==> src/rtl/alu_share_arbiter.sv <==
// Round-robin arbiter sharing one external combinational ALU between two requesters.
// Operands and results are registered; a single transaction is in flight at a time.
module alu_share_arbiter #(
   parameter int W   = 8,
   parameter int OPW = 3
) (
   input  logic           Clk,
   input  logic           Reset,
   input  logic           req0_valid,
   output logic           req0_ready,
   input  logic [W-1:0]   req0_a,
   input  logic [W-1:0]   req0_b,
   input  logic [OPW-1:0] req0_op,
   input  logic           req1_valid,
   output logic           req1_ready,
   input  logic [W-1:0]   req1_a,
   input  logic [W-1:0]   req1_b,
   input  logic [OPW-1:0] req1_op,
   output logic           rsp0_valid,
   input  logic           rsp0_ready,
   output logic           rsp1_valid,
   input  logic           rsp1_ready,
   output logic [W-1:0]   rsp_out,
   output logic           rsp_eq,
   output logic           rsp_lt,
   output logic [W-1:0]   alu_a,
   output logic [W-1:0]   alu_b,
   output logic [OPW-1:0] alu_op,
   input  logic [W-1:0]   alu_out,
   input  logic           alu_eq,
   input  logic           alu_lt
);

   typedef enum logic [1:0] {IDLE, EXEC, RESP} state_e;

   state_e         state_q, state_d;
   logic           last_grant_q, last_grant_d;
   logic           owner_q, owner_d;
   logic [W-1:0]   a_q, a_d;
   logic [W-1:0]   b_q, b_d;
   logic [OPW-1:0] op_q, op_d;
   logic [W-1:0]   res_q, res_d;
   logic           eq_q, eq_d;
   logic           lt_q, lt_d;
   logic           rsp0_valid_q, rsp0_valid_d;
   logic           rsp1_valid_q, rsp1_valid_d;

   logic           grant0, grant1;
   logic           acc0, acc1;
   logic           rsp_take;

   always_comb begin
      // A tie goes to the requester that was not served last.
      grant0     = req0_valid & (~req1_valid | last_grant_q);
      grant1     = req1_valid & (~req0_valid | ~last_grant_q);
      req0_ready = (state_q == IDLE) & ~Reset & grant0;
      req1_ready = (state_q == IDLE) & ~Reset & grant1;
      acc0       = req0_valid & req0_ready;
      acc1       = req1_valid & req1_ready;
      rsp_take   = owner_q ? rsp1_ready : rsp0_ready;

      state_d      = state_q;
      last_grant_d = last_grant_q;
      owner_d      = owner_q;
      a_d          = a_q;
      b_d          = b_q;
      op_d         = op_q;
      res_d        = res_q;
      eq_d         = eq_q;
      lt_d         = lt_q;
      rsp0_valid_d = rsp0_valid_q;
      rsp1_valid_d = rsp1_valid_q;

      case (state_q)
         IDLE: begin
            if (acc0) begin
               a_d          = req0_a;
               b_d          = req0_b;
               op_d         = req0_op;
               owner_d      = 1'b0;
               last_grant_d = 1'b0;
               state_d      = EXEC;
            end else if (acc1) begin
               a_d          = req1_a;
               b_d          = req1_b;
               op_d         = req1_op;
               owner_d      = 1'b1;
               last_grant_d = 1'b1;
               state_d      = EXEC;
            end
         end
         EXEC: begin
            res_d        = alu_out;
            eq_d         = alu_eq;
            lt_d         = alu_lt;
            rsp0_valid_d = ~owner_q;
            rsp1_valid_d = owner_q;
            state_d      = RESP;
         end
         RESP: begin
            if (rsp_take) begin
               rsp0_valid_d = 1'b0;
               rsp1_valid_d = 1'b0;
               state_d      = IDLE;
            end
         end
         default: state_d = IDLE;
      endcase
   end

   always_ff @(posedge Clk) begin
      if (Reset) begin
         state_q      <= IDLE;
         last_grant_q <= 1'b1;
         owner_q      <= 1'b0;
         a_q          <= '0;
         b_q          <= '0;
         op_q         <= '0;
         res_q        <= '0;
         eq_q         <= 1'b0;
         lt_q         <= 1'b0;
         rsp0_valid_q <= 1'b0;
         rsp1_valid_q <= 1'b0;
      end else begin
         state_q      <= state_d;
         last_grant_q <= last_grant_d;
         owner_q      <= owner_d;
         a_q          <= a_d;
         b_q          <= b_d;
         op_q         <= op_d;
         res_q        <= res_d;
         eq_q         <= eq_d;
         lt_q         <= lt_d;
         rsp0_valid_q <= rsp0_valid_d;
         rsp1_valid_q <= rsp1_valid_d;
      end
   end

   assign alu_a      = a_q;
   assign alu_b      = b_q;
   assign alu_op     = op_q;
   assign rsp_out    = res_q;
   assign rsp_eq     = eq_q;
   assign rsp_lt     = lt_q;
   assign rsp0_valid = rsp0_valid_q;
   assign rsp1_valid = rsp1_valid_q;

endmodule

==> config.mk <==
export PLATFORM = sky130hd
export DESIGN_NAME = alu_share_arbiter
export DESIGN_NICKNAME = d
export VERILOG_FILES = /design/src/rtl/alu_share_arbiter.sv
export SDC_FILE = /design/constraint.sdc
export NUM_CORES = 1
export LEC_CHECK = 0
export CAP_MARGIN = 20
export CORE_MARGIN = 2
export CORE_UTILIZATION = 26
export DETAILED_ROUTE_END_ITERATION = 10
export GPL_TIMING_DRIVEN = 0
export PLACE_DENSITY = 0.61
export SYNTH_ARGS = -nofsm -noshare
export SYNTH_HDL_FRONTEND = slang
export SYNTH_SLANG_ARGS = --single-unit
==> constraint.sdc <==
create_clock -name Clk -period 1.4 [get_ports Clk]
set_input_delay 0.28 -clock Clk [delete_from_list [all_inputs] [get_ports Clk]]
set_output_delay 0.28 -clock Clk [all_outputs]
set_load 0.01 [all_outputs]
# Yosys cells after proc, flatten, opt, wreduce, memory -nomap -nowiden

Cells that the tools add are included.

Logic and storage cells: 51
Memories kept: 0
Output and inout port bits: 33
Latch bits: 0
Bits in read-only memories: 0
Input port bits: 54
Bits in registers: 35
Bits in writable memories: 0

Mux-type cells: 16
Bitwise logic cells: 14
Reductions and logical operators: 6
Shift operators: 0
Divide/modulo/power cells: 0
Multiply operators: 0
Magnitude comparators: 0
Add/sub/neg operators: 0
Equal/unequal tests: 4

Operator list:

| operator                                       | count |
|---|---|
| two-way mux 8 bit                              | 4 |
| AND 1 bit                                      | 7 |
| two-way mux 2 bit                              | 3 |
| two-way mux 3 bit                              | 2 |
| one-hot mux 2 bit (3 select lines)             | 1 |
| AND reduction 2 bit                            | 3 |
| inverter 1 bit                                 | 5 |
| two-way mux 1 bit                              | 4 |
| one-hot mux 1 bit (2 select lines)             | 2 |
| nonzero test 2 bit                             | 2 |
| != test 3 bit (second input constant)          | 1 |
| == test 2 x 1 -> 1 bit (second input constant) | 1 |
| == test 2 bit (second input constant)          | 1 |
| logical NOT 2 bit                              | 1 |
| != test 2 bit (second input constant)          | 1 |
| bitwise OR 1 bit                               | 2 |

# Depth between registers and ports, before layout

Gate-level depths: netlist of the first run.

Depth in word-level cells: 8
Depth in mapped cells: 6
Mapped depth without buffers: 3

# Worst setup path after synthesis of the first run

No wires, ideal clock.

Path type: input -> register
Start: in Reset
End: reg a_q[0], in the netlist alu_a[0]
Data required time: 1258 ps
Stages on the path: 6
Path buffers: 3
Arrival time: 1319 ps
Path slack: -60 ps
Setup time: 142 ps
Path through: buf_2 -> or3_1 -> buf_4 -> buf_6 -> o31ai_2 -> a311oi_1

Cells in the longest elaborated chain, start to end: 6
Elaborated cells between the ends (all ways): 9
Classes of those cells: 1 x mux; 6 x bitwise; 2 x reduce/logical

RTL lines:

| element                              | line   | RTL |
|---|---|---|
| from (decl)                          | 8      | `input logic Reset,` |
| inverter 1 bit                       | 56, 57 |  |
| AND 1 bit                            | 56, 57 |  |
| AND 1 bit (on tied branches)         | 56, 57 |  |
| AND 1 bit (on tied branches)         | 58, 59 |  |
| nonzero test 2 bit (no source line)  | n/a    |  |
| AND reduction 2 bit (no source line) | n/a    |  |
| to (signal assigned)                 | 116    | `a_q <= '0;` |
| to (signal assigned)                 | 128    | `a_q <= a_d;` |
| to (decl)                            | 39     | `logic [W-1:0] a_q, a_d;` |

Parallel ways exist; a longest one is shown, timed or not.
A chain may end at the register's enable or synchronous reset.

# Worst setup path after layout of the first run

Start: in req0_valid
End: reg a_q[7], in the netlist alu_a[7]

Cells in the longest elaborated chain, start to end: 7
Elaborated cells between the ends (all ways): 11
Classes of those cells: 1 x mux; 8 x bitwise; 2 x reduce/logical

RTL lines:

| element                              | line | RTL |
|---|---|---|
| from (decl)                          | 9    | `input logic req0_valid,` |
| inverter 1 bit                       | 55   | `grant1 = req1_valid & (~req0_valid \| ~last_grant_q);` |
| bitwise OR 1 bit                     | 55   |  |
| AND 1 bit                            | 55   |  |
| AND 1 bit                            | 57   | `req1_ready = (state_q == IDLE) & ~Reset & grant1;` |
| AND 1 bit                            | 59   | `acc1 = req1_valid & req1_ready;` |
| nonzero test 2 bit (no source line)  | n/a  |  |
| AND reduction 2 bit (no source line) | n/a  |  |

Parallel ways exist; a longest one is shown, timed or not.

==> metrics.csv, run 1 <==
metric,value,unit
Slew Limit Headroom,63.5,%
hold buffer count at CTS,0,
CP Capture Type,flip-flop,
actual slew at the worst max-slew pin,548,ps
Post-Synth Adder-Cell Area,0,%
Seq cells post-synth,35,
DIE WIDTH,84.2,um
MaxCap Viol Count,0,
DPL Wire Length,3870,um
Pwr Density,934,mW/mm2
"worst slack, placed",-926,ps
P_leak,1.17,nW
Post-Syn Area,0.00167,mm2
CTS tree,built,
Iter 0 DRT Violations,37,
Worst Path Max Fanout,10,
violated checks,negative setup slack,
die area,0.00708,mm2
Root Driver,clkbuf_8,
fin crit share,113,%
vias per inst,5.26,
FMAX,0.633,GHz
WP data arrival,1730,ps
clk sink count,35,
"Clk pin slew, worst setup/hold paths",70,ps
Core Region,0.00628,mm2
Total Routed Length,6050,um
first-pass GRT wire length,9330,um
share of cells above drive strength 1,23.3,%
slowest cell on the critical path,clkbuf_4,
min-delay worst type,in -> reg,
Synth Area in Compound Gates,33.5,%
vias in the first global route,1894,
CP Cell Sequence,dlygate4sd2_1 -> clkinvlp_4 -> clkbuf_4 -> o31ai_4 -> a311oi_2,
Fin Clk Skew,9.28,ps
largest family of logic cells by synthesized area,compound AO/OA/AOI/OAI gates,
gr busiest metal,met2,
Final Max Tran Viols,0,
register area share after synthesis,41.9,%
antenna violations before repair,0,
Num CTS Buffers,5,
Synth warnings,0,
final hold violation count,0,
Final setup viols,19,
Synth Area in Simple Gates,16.6,%
Post-Synthesis Mean Instance Area,8.79,um2
post-synth top area share,41.9,%
Fill cells,615,
"Largest stage delay, worst path",370,ps
post-route ant nets,0,
CP Buf/Inv Count,3,
diode count,0,
xor/xnor share of the synthesized area,0,%
area grow syn2layout,82.7,%
status,"finished, violations left",
RSZ-0062 raised after global routing,true,
Layout Nets,345,
total gr overflow,0,
"Design Area, Final",0.00305,mm2
GPL Wtd Cong,0.759,
placed cell area,0.00264,mm2
fin crit period,1580,ps
IO Count,87,
Post-Syn Nets,244,
DR pass1 iterations,4,
ranking of synthesized cells by area,"dfxtp_1 42%, a311oi_1 10%, a21oi_1 9.0%, o31ai_2 7.5%, nand4_1 7.1%",
critical path type,in -> reg,
met1 GRT Util,19.9,%
"CP delay by family, top",buffers and inverters,
leading area contributor after synthesis,dfxtp_1,
wire length per cell,16.4,um
Critical Path RT,1550,ps
CTS HTree Levels,2,
global routing met3 resource utilization,4.03,%
Gate Count Post-Synth,190,
DRC Markers,0,
Max rail drop VDD,398,uV
Overall Global Routing Usage,16.4,%
post-synth cell types,29,
post-synthesis mux area share,0.599,%
initial core utilization,26.6,%
port buffer count,85,
GR met2 Demand/Resource,28.4,%
Rows,29,
routed via count,1942,
final setup margin,-179,ps
largest net degree at the start of global routing,11,
Clock Latency Late Sink,290,ps
Post-Route Setup TNS,-2140,ps
clk buf depth,2,
Die H,84.2,um
Startpoint Class,input port,
-- per-layer routing --
metal / up-vias / part of all wire (%)
met5: - / 0
met4: 0 / 1.9
met3: 13 / 5.4
met2: 66 / 49
met1: 926 / 43
li1: 937 / -
-- layout make-up --
class	instances	area, um2	area share (%)
inverter	3	15.0	0.492
timing repair buffer	94	908	29.8
multi-input combinational	129	1020	33.3
tap	77	96.3	3.16
clock buffer	8	100	3.28
buffer	23	205	6.72
sequential	35	709	23.2
-- power breakdown --
group	switching, mW	internal, mW	total (mW)
combinational	0.423	0.466	0.890
clock	0.366	0.449	0.816
sequential	0.0597	1.09	1.15
-- per-stage QoR --
step	hold slack, ps	util, %	instances	total power, mW
floorplan	416	-	190	1.52
global placement	442	42.0	352	1.92
detailed placement	449	42.0	352	1.93
CTS	198	46.3	367	2.79
global route	208	48.6	369	2.98
finish	196	48.6	369	2.85
-- synth_stat cells --
cell	count
dfxtp_1	35
a21oi_1	30
nand2_1	21
a311oi_1	19
nand4_1	19
clkbuf_1	12
o31ai_2	10
o31ai_1	9
buf_2	8
o21ai_0	3
buf_4	2
inv_1	2
nand2b_1	2
nor2_1	2
nor2b_1	2
a2111oi_0	1
a211o_1	1
a221oi_1	1
a31o_2	1
and2_1	1
and3_1	1
buf_6	1
clkinv_1	1
mux2i_1	1
nand3_1	1
nand3b_1	1
nor3_2	1
or2_2	1
or3_1	1
-- repair_timing --
| item | CTS | global route |
|---|---|---|
| buffers inserted | 6 | 1 |
| gates cloned | 1 | 1 |
| endpoints found under the setup margin | 60 | 25 |
| pin swaps | 14 | 11 |
| resized for setup | 85 | 23 |
-- registers in the layout, indices dropped and copies added, names as in the netlist --
signal        count
alu_a             8
alu_b             8
alu_op            3
last_grant_q      1
owner_q           1
rsp0_valid        1
rsp1_valid        1
rsp_eq            1
rsp_lt            1
rsp_out           8
state_q           2
-- placed cells by master (no fill, tap or decap), types with 3 or more instances in the layout --
cell             count
o21ai_0              3
o31ai_2              6
o31ai_4             10
dlygate4sd2_1       33
clkbuf_8            10
buf_2                3
clkbuf_1             5
buf_6               10
clkdlybuf4s50_1     50
clkbuf_2             4
dfxtp_1             32
nand4_1             19
o31ai_1              3
a21oi_1             30
a311oi_2             3
a311oi_1            16
nand2_1             21
buf_4                5
-- logic make-up (layout without fill, tap and decap cells) --
| kind of cell | after synthesis | count (layout) |
|---|---|---|
| buffers and inverters | 26 | 128 |
| AND/OR/NAND/NOR | 53 | 53 |
| flip-flops | 35 | 35 |
| AO/OA/AOI/OAI | 75 | 75 |
| multiplexers | 1 | 1 |
-- worst register-to-register path, stage by stage (launching register included) --
cell,delay [ps]
dfxtp_4,360
buf_6,120
or3_4,350
buf_8,160
buf_12,150
o31ai_4,190
a311oi_2,120
-- final timing paths --
check	slack, ps	cells past startpoint	from	endpoint
max	-180	5	req0_valid	alu_a[7]
max reg2reg	-170	6	state_q[1]	alu_a[7]
min reg2reg	450	2	rsp_out[6]	rsp_out[6]
min	200	2	Reset	rsp1_valid
Power figures use the tool's default switching activity.
==> run 2, diff against run 1 <==
- CORE_UTILIZATION: 26 -> 45
- DONT_BUFFER_PORTS: default -> 1
- PLACE_DENSITY: 0.61 -> 0.64
==> run 2 against run 1 <==
- via count decreased by 16%
- clock skew decreased by 3.7 ps
- critical path type is now reg -> reg
- power decreased by 6.6%
- count of clock-buffer cells in the layout decreased by 2
- highest routed layer unchanged
- the run still ends with negative setup slack left
==> metrics.csv, run 2 (same netlist as run 1, synthesis figures left out) <==
metric,value,unit,change
fin crit share,109,%,-4.3 points
Fin Clk Skew,5.56,ps,-3.73 ps
CP Capture Type,flip-flop,,
Pwr Density,1270,mW/mm2,+36%
MaxCap Viol Count,0,,unchanged
Critical Path RT,1540,ps,about the same
Core Region,0.00361,mm2,-43%
origin of the worst setup path,state_q[0],,
GPL Wtd Cong,0.780,,+2.8%
post-route ant nets,0,,unchanged
Placed Cells,238,,-32%
Iter 0 DRT Violations,79,,+110%
Post-Route Setup TNS,-980,ps,+1160 ps
Startpoint Class,flip-flop,,
gr busiest metal,met2,,
FMAX,0.658,GHz,+4.0%
global routing met3 resource utilization,9.03,%,+5.0 points
most frequent cells in the layout,"32 x dfxtp_1, 30 x a21oi_1, 21 x nand2_1, 19 x nand4_1, 17 x a311oi_1",,
IO Count,87,,unchanged
worst r2r src,state_q[0],,
CTS HTree Levels,2,,unchanged
worst hold slack,120,ps,-76.2 ps
met1 GRT Util,26.6,%,+6.7 points
Root Driver,clkbuf_8,,
"Clk pin slew, worst setup/hold paths",70,ps,about the same
die area,0.00422,mm2,-40%
P_leak,0.698,nW,-41%
total gr overflow,0,,unchanged
clk buf depth,2,,unchanged
final setup margin,-119,ps,+60.0 ps
"most common cell after layout, fill and taps aside",dfxtp_1,,
diode count,0,,unchanged
actual slew at the worst max-slew pin,503,ps,-44.3 ps
fin crit period,1520,ps,-60.0 ps
hold path startpoint,alu_out[6],,
"Largest stage delay, worst path",390,ps,+20 ps
port buffer count,0,,-100%
RSZ-0062 raised after global routing,true,,
Slew Limit Headroom,66.4,%,+3.0 points
WP data arrival,1660,ps,-70 ps
Rows,22,,-24%
initial core utilization,46.3,%,+20 points
violated checks,negative setup slack,,
wire length per cell,19.2,um,+17%
Clock Latency Late Sink,280,ps,about the same
Overall Global Routing Usage,23.1,%,+6.7 points
min-delay worst type,in -> reg,,
DIE WIDTH,64.9,um,-23%
hold buffer count at CTS,0,,unchanged
CTS tree,built,,
"Design Area, Final",0.00210,mm2,-31%
post-route insts no fill,252,,-32%
largest net degree at the start of global routing,12,,+1
vias per inst,6.45,,+23%
critical path type,reg -> reg,,
Worst Path Max Fanout,6,,-4
Die H,64.9,um,-23%
DRC Markers,0,,unchanged
Num CTS Buffers,5,,unchanged
slowest cell on the critical path,or3_4,,
Final setup viols,16,,-3
Final Max Tran Viols,0,,unchanged
final hold violation count,0,,unchanged
vias in the first global route,1630,,-14%
flop2flop setup slack,-120,ps,+50 ps
status,"finished, violations left",,
Pwr Total,2.66,mW,-6.6%
Max rail drop VDD,649,uV,+63%
placed cell area,0.00175,mm2,-34%
share of cells above drive strength 1,29.4,%,+6.1 points
Total Routed Length,4840,um,-20%
area grow syn2layout,25.8,%,
CP Cell Sequence,or3_4 -> buf_6 -> clkbuf_16 -> o31ai_2 -> a311oi_1,,
GR met2 Demand/Resource,37.9,%,+9.5 points
routed via count,1625,,-16%
clk sink count,35,,unchanged
first-pass GRT wire length,7510,um,-19%
Layout Nets,257,,-26%
DPL Wire Length,3240,um,-16%
DR pass1 iterations,4,,unchanged
antenna violations before repair,0,,unchanged
[run 2: changes by cell type in the layout (fill, tap and decap cells not counted), moves of 2 or more]
| cell | before | now |
|---|---|---|
| clkdlybuf4s50_1 | 50 | 0 |
| dlygate4sd2_1 | 33 | 0 |
| buf_6 | 10 | 5 |
| o31ai_4 | 10 | 5 |
| o31ai_2 | 6 | 10 |
| buf_2 | 3 | 6 |
| clkbuf_8 | 10 | 7 |
| buf_4 | 5 | 3 |
[run 2: power by group]
group / leakage (nW) / switching, mW / internal [mW]
Combinational: 0.349 / 0.292 / 0.234
Sequential: 0.289 / 0.107 / 1.09
Clock: 0.0612 / 0.367 / 0.576
[run 2: layout make-up]
cell class                      instances  area [um2]
Buffer                                 23         176
Clock buffer                            6        82.6
Clock inverter                          2        35.0
Fill cell                             319        1500
Inverter                                3        11.3
Multi-Input combinational cell        129         962
Sequential cell                        35         707
Tap cell                               48        60.1
Timing Repair Buffer                    6        67.6
[run 2: worst paths after layout]
kind,to,depth (start not counted)
worst min-delay path,rsp_out[6],2
worst max register to register,alu_b[4],5
worst min register to register,last_grant_q,1
worst max-delay path,alu_b[4],5
[run 2: layer usage]
| metal | up-vias | wire [um] |
|---|---|---|
| met5 | - | 0 |
| met4 | 0 | 72 |
| met3 | 10 | 482 |
| met2 | 89 | 2410 |
| met1 | 769 | 1870 |
| li1 | 757 | - |
[run 2: through the flow]
stage	util [%]	setup slack, ps
after floorplan	-	-39.1
after global placement	48.5	-129
after detailed placement	48.5	-224
after CTS	54.1	-95.3
after global routing	58.3	-163
final	58.3	-119
[run 2: critical path: cells and delay by family (launching register included)]
kind | cells | cell delay, ps
buffers and inverters | 2 | 320
AOI/OAI and AO/OA | 2 | 310
DFF | 1 | 360
and+or+nand+nor | 1 | 390
[run 2: repair_timing]
action                                  CTS  global route
endpoints found under the setup margin   24            32
gates resized for setup                  21            29
pin swaps                                 3             7
hold endpoints to repair                  0             0
cloned                                    0             2
buffers inserted                          3             1
==> run 3, diff against run 2 <==
- GPL_ROUTABILITY_DRIVEN: default -> 0
- TNS_END_PERCENT: default -> 1
==> run 3 against run 2 <==
- fmax grew 2.2%
- critical endpoint unchanged
- clock skew decreased by 0.52 ps
- the run still ends with negative setup slack left
- non-clock buffer count decreased by 2
==> metrics.csv, run 3 (same netlist as run 1, synthesis figures left out) <==
metric,value,unit,change
area grow syn2layout,21.0,%,
status,"finished, violations left",,
CP Cell Sequence,or3_4 -> buf_6 -> buf_12 -> o31ai_2 -> a311oi_1,,
Num CTS Buffers,5,,unchanged
final hold violation count,0,,unchanged
diode count,0,,unchanged
CTS HTree Levels,2,,unchanged
Final Max Tran Viols,0,,unchanged
die area,0.00422,mm2,unchanged
first-pass GRT wire length,7490,um,-0.28%
post-route ant nets,0,,unchanged
RSZ-0062 raised after global routing,true,,
Critical Path RT,1540,ps,about the same
largest net degree at the start of global routing,12,,unchanged
DPL Wire Length,3240,um,unchanged
violated checks,negative setup slack,,
CP Capture Type,flip-flop,,
"Clk pin slew, worst setup/hold paths",70,ps,about the same
post-route insts no fill,250,,-0.79%
Die H,64.9,um,unchanged
Final setup viols,15,,-1
"Largest stage delay, worst path",380,ps,about the same
routed via count,1575,,-3.1%
Total Routed Length,4610,um,-4.6%
Iter 0 DRT Violations,68,,-14%
CTS tree,built,,
actual slew at the worst max-slew pin,494,ps,-9.57 ps
Clock Latency Late Sink,280,ps,about the same
DRC Markers,0,,unchanged
Placed Cells,238,,unchanged
antenna violations before repair,0,,unchanged
vias in the first global route,1635,,+0.31%
Slew Limit Headroom,67.1,%,+0.64 points
Root Driver,clkbuf_8,,
"Design Area, Final",0.00202,mm2,-3.9%
fin crit period,1490,ps,-32.5 ps
fin crit share,106,%,-2.3 points
clk buf depth,2,,unchanged
initial core utilization,46.3,%,unchanged
placed cell area,0.00175,mm2,unchanged
Fin Clk Skew,5.03,ps,-0.524 ps
Max rail drop VDD,635,uV,-2.1%
MaxCap Viol Count,0,,unchanged
Worst Path Max Fanout,10,,+4
Fill cells,337,,+5.6%
DIE WIDTH,64.9,um,unchanged
total gr overflow,0,,unchanged
Core Region,0.00361,mm2,unchanged
DR pass1 iterations,4,,unchanged
slowest cell on the critical path,or3_4,,
final setup margin,-86.9,ps,+32.5 ps
Overall Global Routing Usage,23.1,%,-0.037 points
vias per inst,6.30,,-2.3%
wire length per cell,18.4,um,-3.8%
most frequent cells in the layout,"32 x dfxtp_1, 30 x a21oi_1, 21 x nand2_1, 19 x nand4_1, 17 x a311oi_1",,
min-delay worst type,in -> reg,,
"Core Util, Final",56.0,%,-2.3 points
Layout Nets,255,,-0.78%
critical path type,reg -> reg,,
port buffer count,0,,unchanged
clk sink count,35,,unchanged
WP data arrival,1630,ps,-30 ps
Rows,22,,unchanged
Startpoint Class,flip-flop,,
P_leak,0.666,nW,-4.6%
"most common cell after layout, fill and taps aside",dfxtp_1,,
share of cells above drive strength 1,24.8,%,-4.7 points
worst hold slack,124,ps,+3.96 ps
IO Count,87,,unchanged
FMAX,0.673,GHz,+2.2%
Pwr Density,1290,mW/mm2,+2.0%
## run 3: cell count changes in the layout (fill, tap and decap cells not counted), moves of 2 or more
cell      previous run  this run
buf_6                5         3
clkbuf_1             5         7
o31ai_1              4         9
o31ai_2             10         6
## run 3: per-layer routing
layer	wire length [um]	global-route usage, %	vias to the layer above
li1	-	-	753
met4	18	9.84	0
met3	426	9.03	2
met1	1840	26.5	746
met5	0	0	-
met2	2330	37.9	74
## run 3: report_power, final
group / internal (mW) / total (mW) / leakage (nW) / switching (mW)
combinational: 0.207 / 0.481 / 0.316 / 0.274
sequential: 1.09 / 1.19 / 0.289 / 0.105
clock: 0.576 / 0.936 / 0.0612 / 0.360
## run 3: final timing paths
check / startpoint / to / slack, ps / depth (start not counted)
setup reg to reg: state_q[0] / alu_b[4] / -90 / 5
setup / recovery: state_q[0] / alu_b[4] / -90 / 5
hold reg to reg: last_grant_q / last_grant_q / 490 / 1
hold / removal: alu_out[6] / rsp_out[6] / 120 / 2
## run 3: critical path: cells and delay by family (launching register included)
kind	cells	cell delay, ps
compound gates	2	310
simple gates	1	380
flops	1	360
buf+inv	2	300
## run 3: area by class of cell
type                            count  area (um2)  share of cell area, %
Inverter                            3        11.3                  0.557
Multi-Input combinational cell    129         923                   45.7
Timing Repair Buffer                4        31.3                   1.55
Tap cell                           48        60.1                   2.97
Buffer                             23         170                   8.42
Clock inverter                      2        35.0                   1.73
Clock buffer                        6        82.6                   4.09
Sequential cell                    35         707                   35.0
## run 3: timing repair
action / 4_1_cts / 5_1_grt
endpoints found under the hold margin: 0 / 0
gates resized for setup: 21 / 13
setup endpoints to repair: 24 / 32
setup buffers: 3 / 0
pin swaps: 4 / 6
hold buffers: 0 / 0
gates cloned: 0 / 1
## run 3: through the flow
step                      setup slack, ps  setup TNS (ps)  power (mW)
after floorplan                     -39.1            -388        1.52
after CTS                           -95.3            -724        2.60
final                               -86.9            -826        2.61
after global placement               -129           -2190        1.60
after global routing                 -146           -2970        2.74
after detailed placement             -224           -3600        1.62
